### config.mk
export PLATFORM = sky130hd
export DESIGN_NAME = led_fade_engine
export DESIGN_NICKNAME = d
export VERILOG_FILES = /design/src/rtl/led_fade_engine.sv
export SDC_FILE = /design/constraint.sdc
export NUM_CORES = 1
export LEC_CHECK = 0
export CORE_MARGIN = 1
export CORE_UTILIZATION = 25
export DETAILED_ROUTE_END_ITERATION = 8
export SYNTH_ARGS = -nofsm -noshare
export SYNTH_HDL_FRONTEND = slang
export SYNTH_SLANG_ARGS = --single-unit
### constraint.sdc
create_clock -name clk -period 10.1 [get_ports clk]
set_clock_uncertainty 0.2 [all_clocks]
set_input_delay 1.01 -clock clk [delete_from_list [all_inputs] [get_ports clk]]
set_output_delay 1.01 -clock clk [all_outputs]
set_load 0.01 [all_outputs]
### src/rtl/led_fade_engine.sv
// led_fade_engine: per-channel brightness fader feeding the PWM channels.
// Holds one target per channel and walks each live level toward its target,
// one channel per clock, on every prescaler tick.
//   clk, rst_n         system clock, asynchronous active-low reset
//   tgt_wen/ch/val     target write port (writes to ch >= NCH are dropped)
//   rate_div           clocks per fade tick minus 1 (0 = direct follow)
//   step               level change per tick (0 behaves as 1)
//   level              live levels, channel k at [8k+7:8k]
//   busy               any level differs from its target
//   done               one-cycle pulse on the clock busy falls
module led_fade_engine #(
  parameter  int unsigned NCH   = 8,
  parameter  int unsigned DIV_W = 16,
  localparam int unsigned CH_W  = (NCH > 1) ? $clog2(NCH) : 1
) (
  input  logic             clk,
  input  logic             rst_n,
  input  logic             tgt_wen,
  input  logic [CH_W-1:0]  tgt_ch,
  input  logic [7:0]       tgt_val,
  input  logic [DIV_W-1:0] rate_div,
  input  logic [3:0]       step,
  output logic [NCH*8-1:0] level,
  output logic             busy,
  output logic             done
);

  localparam int unsigned     LW       = 8;
  localparam logic [CH_W-1:0] LAST_IDX = CH_W'(NCH - 1);

  typedef enum logic {IDLE, SCAN} state_t;

  state_t          state_q, state_d;
  logic [CH_W-1:0] idx_q, idx_d;
  logic            pend_q, pend_d;
  logic [DIV_W-1:0] cnt_q;
  logic [LW-1:0]   level_q  [NCH];
  logic [LW-1:0]   target_q [NCH];
  logic            busy_q, done_q;

  logic            tick_c, bypass_c, upd_c, busy_c, wr_ok_c;
  logic [LW-1:0]   s_c, cur_lvl_c, cur_tgt_c, new_lvl_c;

  assign tick_c   = (cnt_q == '0);
  assign bypass_c = (rate_div == '0);
  assign wr_ok_c  = tgt_wen && (32'(tgt_ch) < NCH);

  // Free-running prescaler; rate_div is picked up at each reload.
  always_ff @(posedge clk or negedge rst_n) begin
    if (!rst_n)      cnt_q <= '0;
    else if (tick_c) cnt_q <= rate_div;
    else             cnt_q <= cnt_q - DIV_W'(1);
  end

  // Scan state register.
  always_ff @(posedge clk or negedge rst_n) begin
    if (!rst_n) begin
      state_q <= IDLE;
      idx_q   <= '0;
      pend_q  <= 1'b0;
    end else begin
      state_q <= state_d;
      idx_q   <= idx_d;
      pend_q  <= pend_d;
    end
  end

  // Scan sequencing: one channel per clock; one tick landing mid-scan is
  // remembered and restarts the scan back-to-back, extra ones are dropped.
  always_comb begin
    state_d = state_q;
    idx_d   = idx_q;
    pend_d  = pend_q;
    upd_c   = 1'b0;
    if (bypass_c) begin
      state_d = IDLE;
      idx_d   = '0;
      pend_d  = 1'b0;
    end else begin
      case (state_q)
        IDLE: begin
          if (tick_c) begin
            state_d = SCAN;
            idx_d   = '0;
          end
        end
        SCAN: begin
          upd_c = 1'b1;
          if (idx_q == LAST_IDX) begin
            idx_d  = '0;
            pend_d = 1'b0;
            if (!(pend_q || tick_c)) state_d = IDLE;
          end else begin
            idx_d = idx_q + CH_W'(1);
            if (tick_c) pend_d = 1'b1;
          end
        end
        default: state_d = IDLE;
      endcase
    end
  end

  // Next level for the channel under scan; clamps to target, never wraps.
  always_comb begin
    s_c       = (step == 4'd0) ? LW'(1) : LW'(step);
    cur_lvl_c = level_q[idx_q];
    cur_tgt_c = target_q[idx_q];
    new_lvl_c = cur_tgt_c;
    if (cur_tgt_c > cur_lvl_c) begin
      if ((cur_tgt_c - cur_lvl_c) > s_c) new_lvl_c = cur_lvl_c + s_c;
    end else if (cur_tgt_c < cur_lvl_c) begin
      if ((cur_lvl_c - cur_tgt_c) > s_c) new_lvl_c = cur_lvl_c - s_c;
    end
  end

  // Level and target storage; the scan reads the pre-write target.
  always_ff @(posedge clk or negedge rst_n) begin
    if (!rst_n) begin
      for (int k = 0; k < NCH; k++) begin
        level_q[k]  <= '0;
        target_q[k] <= '0;
      end
    end else begin
      for (int k = 0; k < NCH; k++) begin
        if (bypass_c)                            level_q[k] <= target_q[k];
        else if (upd_c && (idx_q == CH_W'(k)))   level_q[k] <= new_lvl_c;
      end
      if (wr_ok_c) target_q[tgt_ch] <= tgt_val;
    end
  end

  // Mismatch detect; direct-follow mode never reports busy since the
  // level trails the target by a fixed single clock.
  always_comb begin
    busy_c = 1'b0;
    for (int k = 0; k < NCH; k++) begin
      if (level_q[k] != target_q[k]) busy_c = 1'b1;
    end
    busy_c = busy_c && !bypass_c;
  end

  always_ff @(posedge clk or negedge rst_n) begin
    if (!rst_n) begin
      busy_q <= 1'b0;
      done_q <= 1'b0;
    end else begin
      busy_q <= busy_c;
      done_q <= busy_q && !busy_c;
    end
  end

  always_comb begin
    level = '0;
    for (int k = 0; k < NCH; k++) level[k*LW +: LW] = level_q[k];
  end

  assign busy = busy_q;
  assign done = done_q;

endmodule
Word-level counts from Yosys, hierarchy flattened
Index checks and enable logic that the tools add are counted.
W data, S select, Z words.
{ "word_totals": {"ff_bits": 151, "latch_bits": 0, "ram_bits": 0, "mem_bits_ro": 0, "in_bits": 34, "out_inout_bits": 66, "word_cells": 137, "mem_count": 0} }
{ "op_classes": {"add_sub_neg": 6, "n_mul": 0, "div_mod_pow": 0, "order_cmp": 7, "eq_ne": 16, "n_shift": 0, "muxes": 54, "bitwise": 3, "n_reduce_logical": 29} }
{ "op_table": {"columns": ["cell", "n"], "rows": [
  ["$mux W8", 25],
  ["$bwmux W64", 1],
  ["$ne A8 B8 Y1", 8],
  ["$bmux W8 S3", 2],
  ["$logic_not A16 Y1", 2],
  ["$demux W8 S3", 1],
  ["$mux W1", 18],
  ["$reduce_bool A2 Y1", 9],
  ["$gt A8 B4 Y1", 2],
  ["$mux W16", 1],
  ["$sub A16 B1 Y16 const B", 1],
  ["$sub A8 B8 Y8", 2],
  ["$eq A3 B3 Y1 const B", 4],
  ["$logic_and A1 B1 Y1", 11],
  ["$mux W3", 3],
  ["$add A8 B4 Y8", 1],
  ["$ge A4 B4 Y1 const B", 2],
  ["$gt A8 B8 Y1", 1],
  ["$lt A8 B8 Y1", 1],
  ["$not A3 Y4", 2],
  ["$sub A8 B4 Y8", 1],
  ["$eq A3 B2 Y1 const B", 2],
  ["$pmux W3 S2", 1],
  ["$logic_not A4 Y1", 1],
  ["12 further kinds", 13]
]} }

Depth between registers and ports, before layout
Gate-level depths: netlist of run 1.
{ "depth": {"word_depth": 12, "depth_mapped": 23} }

Worst setup path before layout of run 1
No wires, ideal clock.
{ "synth_timing": {"path_kind": "register to register", "startpoint": "register idx_q[0]", "endpoint": "register level_q, in the netlist level[11]", "arrival_time_ns": 4.855, "t_required_ns": 9.805, "path_slack_ns": 4.950, "path_stages_with_launch": 22, "path_buffers": 5, "synth_period_minus_slack_ns": 5.150, "cell_sequence": "dfrtp_1 buf_2 buf_2 buf_2 buf_2 mux4_2 nand2_1 and2_1 inv_1 ha_1 a21o_1 a21oi_1 xnor2_1 ha_1 nand2_1 o21ai_0 a21oi_1 a41oi_2 buf_2 nor3_1 a221o_1 o31ai_1"} }
{ "synth_via": {"elab_chain_len": 11, "elab_cells_between_ends": 24, "cone_classes": "add/sub: 4; order compare: 4; eq/ne: 1; mux: 12; bitwise: 1; reduce/logical: 2"} }
{ "synth_rtl": {"columns": ["item", "line_no", "text"], "rows": [
  ["from (decl)", "34", "logic [CH_W-1:0] idx_q, idx_d;"],
  ["from (signal assigned)", "63", "idx_q <= idx_d;"],
  ["$not A3 Y4 (implied by the code)", "106, 107", null],
  ["$bmux W8 S3, on equally long branches", "106, 107", null],
  ["$mux W8, on equally long branches (2 in series)", "106, 107", null],
  ["$sub A8 B8 Y8", "112", "if ((cur_lvl_c - cur_tgt_c) > s_c) new_lvl_c = cur_lvl_c - s_c;"],
  ["$gt A8 B4 Y1", "112", null],
  ["$mux W8", "112", null],
  ["$mux W8", "111", "end else if (cur_tgt_c < cur_lvl_c) begin"],
  ["$mux W8", "109", "if (cur_tgt_c > cur_lvl_c) begin"],
  ["$mux W8", "126", "else if (upd_c && (idx_q == CH_W'(k))) level_q[k] <= new_lvl_c;"],
  ["$mux W8", "125", "if (bypass_c) level_q[k] <= target_q[k];"],
  ["to (signal, indexed assignment)", "125", null],
  ["to (signal, indexed assignment)", "126", null],
  ["to (decl)", "37", "logic [LW-1:0] level_q [NCH];"]
]} }
Several ways; a longest one is shown, not always the timed one. The select of a mux whose other input is x is not followed.
A chain may end at the register's enable or synchronous reset.

Final worst setup path of run 1
{ "layout_timing": {"startpoint": "register idx_q[0]", "endpoint": "register level_q, in the netlist level[30]"} }
The elaborated chain is that of the path after synthesis.

==> impl_results.md, run 1 <==
- Max_slew headroom: just under 30%
- Die ar.: about 0.04 mm²
- Final Power: 4.65 mW
- HP Start: cnt_q[0]
- All-layer global routing usage: roughly 18%
- Most frequent cells in the layout: dfrtp_1, clkdlybuf4s50_1, xor2_1, mux2_2, o21ai_0
- Pre-CTS setup slack: about 4.4 ns
- Via/cell ratio: approximately 5.4
- Post-Syn Instances: 930
- Syn nets: 1006
- Post_cts resized: 0
- Ratio of total power to cell area: 395 mW/mm²
- Synthesis-to-layout area growth: 22.0%
- Hold Path Sink: cnt_q[0]
- Worst setup SP type: flip-flop
- Root Driver: clkbuf_16
- Layout Nets: between 1000 and 1500
- EDFF count, synth: 0
- Initial DRC Count: roughly 830
- Vias in the first global route: 8018
- Post-Syn Area: 0.00964 mm²
- IO Count: 100
- # clock sinks: 151
- Cts hold-fix bufs: 0
- Global-route wire length before repair: roughly 52 mm
- Crit path capture type: flip-flop
- Main synth FF type: dfrtp_1
- Total grt overflow: 0
- Clock transition at path regs: 0.07 ns
- Pleak: 4.90 nW
- GPL Wtd Cong: approximately 0.9
- Fin. max-slew vios: 0
- Initial core utilization: between 20% and 30%
- Final Setup Violations: 0
- Fraction of registers with async set/reset: 100%
- Pin count of the biggest net entering global routing: 84
- Critical path arrival: 5.89 ns
- RSZ-0062 raised after global routing: false
- Yosys reg bits: 151
- Critical Path RT: ~10 ns
- Routed Antenna Nets: 0
- Min-Delay Path Class: reg2reg
- Internal power: 2.34 mW
- Die width: 198 µm
- Switching Fraction: 49.6%
- Number of antenna violations at the first check in global routing: 0
- Status: completed
- R2R setup slack: 4.29 ns
- Final Cycle Share: 57.5%
- P_sw: 2.31 mW
- Combinational power share: 62.2%
- Final Hold Viols: 0
- Slew @ Worst Pin: roughly 1.0 ns
- Setup slack after layout: 4.29 ns
- Reg2reg start: idx_q[0]
- Top cells by area, synth: dfrtp_1, mux2_2, mux4_2
- Kind of critical path: reg2reg
- DR vias: 8232
- Synth warn: 0
- Clk pwr share: ~14%
- Mapped Avg Cell Area: 10.4 µm²
- H-tree Lvls: 4
- Pre-Repair DR Iteration Count: 5
- Post-synth cell types: 59
- Commonest non-fill, non-tap cell in the layout: dfrtp_1
- # DRC: 0
- WHS: 0.280 ns
- Crit Reg-Reg Endpoint: level[30]
- Cell row count: ~70
- DIE HEIGHT: 198 µm
- Worst-case clock buffer depth: 2
- Worst-Skew Late Latency: 0.44 ns
- Post-CTS setup buffer count: 0
- Hold depth: 1
- DP HPWL: 26.0 mm
- Sequential-to-total area share from yosys stat: between 30% and 40%
- Max Cap Viol: 0
- WL per Instance: 22.7 µm
- Flop pwr share: approximately a quarter
- Synth top area share: 39.2%
- Critical-path maximum fanout: 37
- CTS tree: yes
- Max Freq: around 0.17 GHz
- Share of layout cells above drive strength 1: 15.0%
- Buffers added on ports: 99
- DRT Wirelength: 34.9 mm
- CTS Buf Count: 17
- Final Critical Period: between 5 and 6 ns
- Area leader, netlist: dfrtp_1
- Core outline area: roughly 0.038 mm²
- R2R depth: 18
- VDD IR max: roughly 0.22 mV
- Fin Setup TNS: 0 ns
==> how the worst max path moves through the flow <==
stage	cells past startpoint	to	slack, ns	from
finish	18	level[30]	4.29	idx_q[0]
global route	16	level[16]	3.92	idx_q[0]
CTS	16	level[32]	4.37	idx_q[0]
detailed placement	18	level[30]	4.38	idx_q[0]
global placement	16	level[16]	4.45	idx_q[0]
floorplan	21	level[11]	4.95	idx_q[0]
==> final cells by class <==
class                      instances  area, µm²
fill                            3923      26100
multi-input combinational        696       5530
sequential                       151       3780
timing repair buffer             109       1070
tap                              511        639
clock buffer                      17        425
clock inverter                    14        166
inverter                          39        146
antenna                            1       2.50
==> metal layers <==
layer / up-vias / GRT usage [%] / wire (µm)
met2: 376 / 27.4 / 15800
met1: 4164 / 24.3 / 15200
met3: 76 / 3.98 / 2410
li1: 3616 / - / -
met5: - / 0 / 0
met4: 0 / 8.87 / 1460
==> state kept, by name (all words and copies together), names as in the netlist <==
register,flops
state_q,1
busy,1
idx_q,3
level,64
pend_q,1
target_q,64
cnt_q,16
done,1
==> worst max-delay path, stage by stage (launching register included) <==
cell and delay [ns]:
dfrtp_2 0.34, buf_4 0.56, mux4_2 0.59, mux2i_1 0.53, inv_1 0.17, ha_1 0.36, nand2b_1 0.11, nand2b_1 0.06
a21oi_1 0.17, xnor2_1 0.14, ha_1 0.26, nand4_1 0.07, o21ai_0 0.09, a21oi_1 0.14, nor3_1 0.08, a21oi_2 0.68
nor2_4 0.18, a22oi_1 0.70, a31oi_1 0.18
==> synthesized netlist by cell type, types with 3 or more instances <==
master / n
dfrtp_1: 151
nand2_1: 55
and2_1: 5
ha_1: 38
inv_1: 36
nor2_1: 38
buf_2: 8
and3_1: 40
fa_1: 4
xor2_1: 70
nor4_1: 21
xnor2_1: 8
a22oi_1: 4
nand3_1: 12
o21ai_0: 61
nand4_1: 9
a31oi_1: 34
mux2i_1: 10
or4_1: 3
nor3b_1: 4
o31ai_1: 18
nand2b_1: 3
mux2_2: 64
o21a_1: 3
nor2b_1: 6
mux4_2: 32
a21oi_1: 51
a21o_1: 5
clkbuf_1: 33
a221o_1: 10
nor3_1: 16
nand4b_1: 4
a21oi_2: 3
a22o_1: 3
or3_1: 36
==> cell families after synthesis <==
logic type | share of synthesized area (%)
DFF | 39.2
adders and majority gates | 5.76
buffers and inverters | 3.49
and+or+nand+nor | 14.2
xor gates and xnor gates | 7.09
AOI/OAI and AO/OA | 14.3
muxes | 16.0
==> through the flow <==
step	cell area, µm²	util (%)	instances
3_5_place_dp	11200	29.5	1506
6_report	11800	31.1	1538
2_1_floorplan	9640	-	930
3_3_place_gp	11200	29.5	1506
5_1_grt	11800	31.1	1537
4_1_cts	11800	31.1	1537
==> power by group through the flow <==
stage / Clock, mW / Sequential [mW] / Combinational, mW
2_1_floorplan: 0 / 1.01 / 1.96
3_5_place_dp: 0 / 1.09 / 2.84
4_1_cts: 0.679 / 1.08 / 2.86
3_3_place_gp: 0 / 1.09 / 2.81
5_1_grt: 0.707 / 1.11 / 3.12
6_report: 0.667 / 1.09 / 2.89
No activity file was read; power rests on OpenSTA's default activity.
==> run 2, diff against run 1 <==
==> constraint.sdc (replaced) <==
create_clock -name clk -period 5.9 [get_ports clk]
set_clock_uncertainty 0.2 [all_clocks]
set_input_delay 0.59 -clock clk [delete_from_list [all_inputs] [get_ports clk]]
set_output_delay 0.59 -clock clk [all_outputs]
set_load 0.01 [all_outputs]
==> run 2 against run 1 <==
  * Final cell count grew 0.52%
  * Critical path depth decreased by 2
  * Global-route usage decreased by 0.22 points
  * Critical endpoint is now level[16]
==> impl_results.md, run 2 (same netlist as run 1, synthesis figures left out) <==
- Switching Fraction: 49.6% (about the same)
- # DRC: 0 (unchanged)
- Commonest non-fill, non-tap cell in the layout: dfrtp_1
- Worst setup SP type: flip-flop
- Worst path bufs/invs: 2 (unchanged)
- Status: completed
- FF+latch area: 0.00378 mm² (unchanged)
- Final Setup Violations: 0 (unchanged)
- Critical-path maximum fanout: 23 (-38%)
- Flop pwr share: 24.0% (+0.6 points)
- Routed Antenna Nets: 0 (unchanged)
- Critical path arrival: 5.74 ns (-0.15 ns)
- Placed Area: 0.0112 mm² (+0.58%)
- Post-CTS setup buffer count: 0 (unchanged)
- RSZ-0062 raised after global routing: false
- Share of layout cells above drive strength 1: 15.5% (+0.45 points)
- CP top delay family: multiplexers
- Global-route wire length before repair: 51.6 mm (-0.95%)
- Crit-path max cell delay: 0.79 ns (+0.09 ns)
- Vias in the first global route: 8061 (+0.54%)
- CTS tree: yes
- GPL Wtd Cong: 0.931 (+1.3%)
- Final Critical Period: 5.56 ns (-0.243 ns)
- Kind of critical path: reg2reg
- Final Cycle Share: 94.3% (+37 points)
- DRT Wirelength: 34.8 mm (-0.32%)
- Max_slew headroom: 29.9% (+0.11 points)
- Max Cap Viol: 0 (unchanged)
- Buffers added on ports: 99 (unchanged)
- P_sw: 4.00 mW (+73%)
- Area of the multi-input gates: 0.00554 mm² (+0.14%)
- Die ar.: 0.0394 mm² (unchanged)
- Diodes inserted: 0 (-1)
- CTS Buf Count: 17 (unchanged)
- Slew @ Worst Pin: 1.05 ns (-0.00165 ns)
- Total grt overflow: 0 (unchanged)
- Max Freq: 0.180 GHz (+4.4%)
- IO Count: 100 (unchanged)
- Fin Setup TNS: 0 ns (unchanged)
- Worst-Skew Late Latency: 0.44 ns (about the same)
- Number of fill cells: 3907 (-0.41%)
- Number of antenna violations at the first check in global routing: 0 (unchanged)
- Crit path capture type: flip-flop
- Min-Delay Path Class: reg2reg
- Pleak: 4.93 nW (+0.52%)
- Critical Path Most Common Cell: a21oi_1
- Cells along the critical path: mux4_2 > mux2i_1 > buf_4 > inv_1 > ha_1 > a21o_1 > a21oi_1 > xnor2_1 > ha_1 > a21oi_1 > o21ai_0 > a21oi_1 > a41oi_2 > nor2_4 > mux2i_1 > a221o_1
- Die width: 198 µm (unchanged)
- VDD IR max: 0.306 mV (+39%)
- DP HPWL: 26.3 mm (+0.98%)
- DR vias: 8363 (+1.6%)
- Internal power: 4.07 mW (+73%)
- Pin count of the biggest net entering global routing: 73 (-13%)
- Clk pwr share: 13.5% (-0.8 points)
- Synthesis-to-layout area growth: 22.6%
- CP max stage cell: dfrtp_2
- Clock transition at path regs: 0.07 ns (about the same)
- Initial DRC Count: 951 (+14%)
- Ratio of total power to cell area: 683 mW/mm² (+73%)
- Critical Path RT: 6.07 ns (-4.11 ns)
- Fin area: 0.0118 mm² (+0.49%)
- Core outline area: 0.0378 mm² (unchanged)
- Worst-case clock buffer depth: 2 (unchanged)
- DIE HEIGHT: 198 µm (unchanged)
- Fin. max-slew vios: 0 (unchanged)
- H-tree Lvls: 4 (unchanged)
- All-layer global routing usage: 17.9% (-0.22 points)
- WL per Instance: 22.5 µm (-0.84%)
- Cell row count: 71 (unchanged)
- # clock sinks: 151 (unchanged)
- Most frequent cells in the layout: dfrtp_1, clkdlybuf4s50_1, xor2_1, mux2_2, o21ai_0
- Combinational power share: 62.6% (+0.4 points)
- Root Driver: clkbuf_16
- Initial core utilization: 25.5% (unchanged)
- Via/cell ratio: 5.41 (+1.1%)
- Final Hold Viols: 0 (unchanged)
- Pre-Repair DR Iteration Count: 5 (unchanged)
- Layout Nets: 1098 (+0.73%)
## run 2: cell types whose count changed in the layout (fill, tap and decap cells not counted)
cell           change
clkinv_2           -1
inv_8              -1
clkinvlp_4         +1
inv_6              +2
clkbuf_1           +2
a21oi_2            -1
diode_2            -1
buf_4              +6
buf_12             +1
clkinv_4           -1
a21oi_4            +1
dlygate4sd3_1      +1
bufinv_16          -1
## run 2: final cells by class
cell class / count / area share, %
clock inverters: 13 / 1.15
flip-flops and latches: 151 / 32.0
clock buffers: 19 / 3.66
repair buffers: 117 / 9.67
well taps: 511 / 5.41
multi-input cells: 696 / 46.9
inverters: 39 / 1.24
## run 2: metal layers
layer,wire (µm),track usage [%],vias to the layer above
met2,16000,28.0,433
met5,0,0,-
met1,14500,23.5,4174
li1,-,-,3666
met3,2780,3.85,90
met4,1470,8.35,0
## run 2: path summary, 6_finish.rpt
kind                            startpoint      endpoint  slack (ns)  cells after the start
worst max-delay path              idx_q[0]     level[16]        0.34                     16
worst min-delay path              cnt_q[0]      cnt_q[0]        0.28                      1
worst max register to register    idx_q[0]     level[16]        0.34                     16
worst min register to register    cnt_q[0]      cnt_q[0]        0.28                      1
max in group asynchronous            rst_n     level[41]        3.92                      3
min in group asynchronous            rst_n  target_q[30]        0.45                      2
## run 2: timing repair
action / CTS / global route
resized for setup: 0 / 1
hold buffers: 1 / 0
setup endpoints to repair: 0 / 16
endpoints found under the hold margin: 44 / 0
## run 2: metrics by stage
| step | setup WS (ns) | hold WS, ns | power [mW] | util [%] | instances |
|---|---|---|---|---|---|
| floorplan | 0.750 | 0.0944 | 5.10 | - | 930 |
| global placement | 0.430 | 0.266 | 6.83 | 29.7 | 1513 |
| detailed placement | 0.296 | 0.260 | 6.90 | 29.7 | 1513 |
| CTS | 0.285 | 0.280 | 8.01 | 31.2 | 1546 |
| global route | 0.00193 | 0.323 | 8.58 | 31.2 | 1546 |
| finish | 0.336 | 0.280 | 8.07 | 31.2 | 1546 |
## run 2: power groups by stage
stage | registers, mW | logic [mW] | clock network [mW]
4_1_cts | 1.92 | 4.99 | 1.10
5_1_grt | 1.96 | 5.46 | 1.15
6_report | 1.93 | 5.05 | 1.08
3_3_place_gp | 1.93 | 4.89 | 0
2_1_floorplan | 1.73 | 3.36 | 0
3_5_place_dp | 1.93 | 4.96 | 0
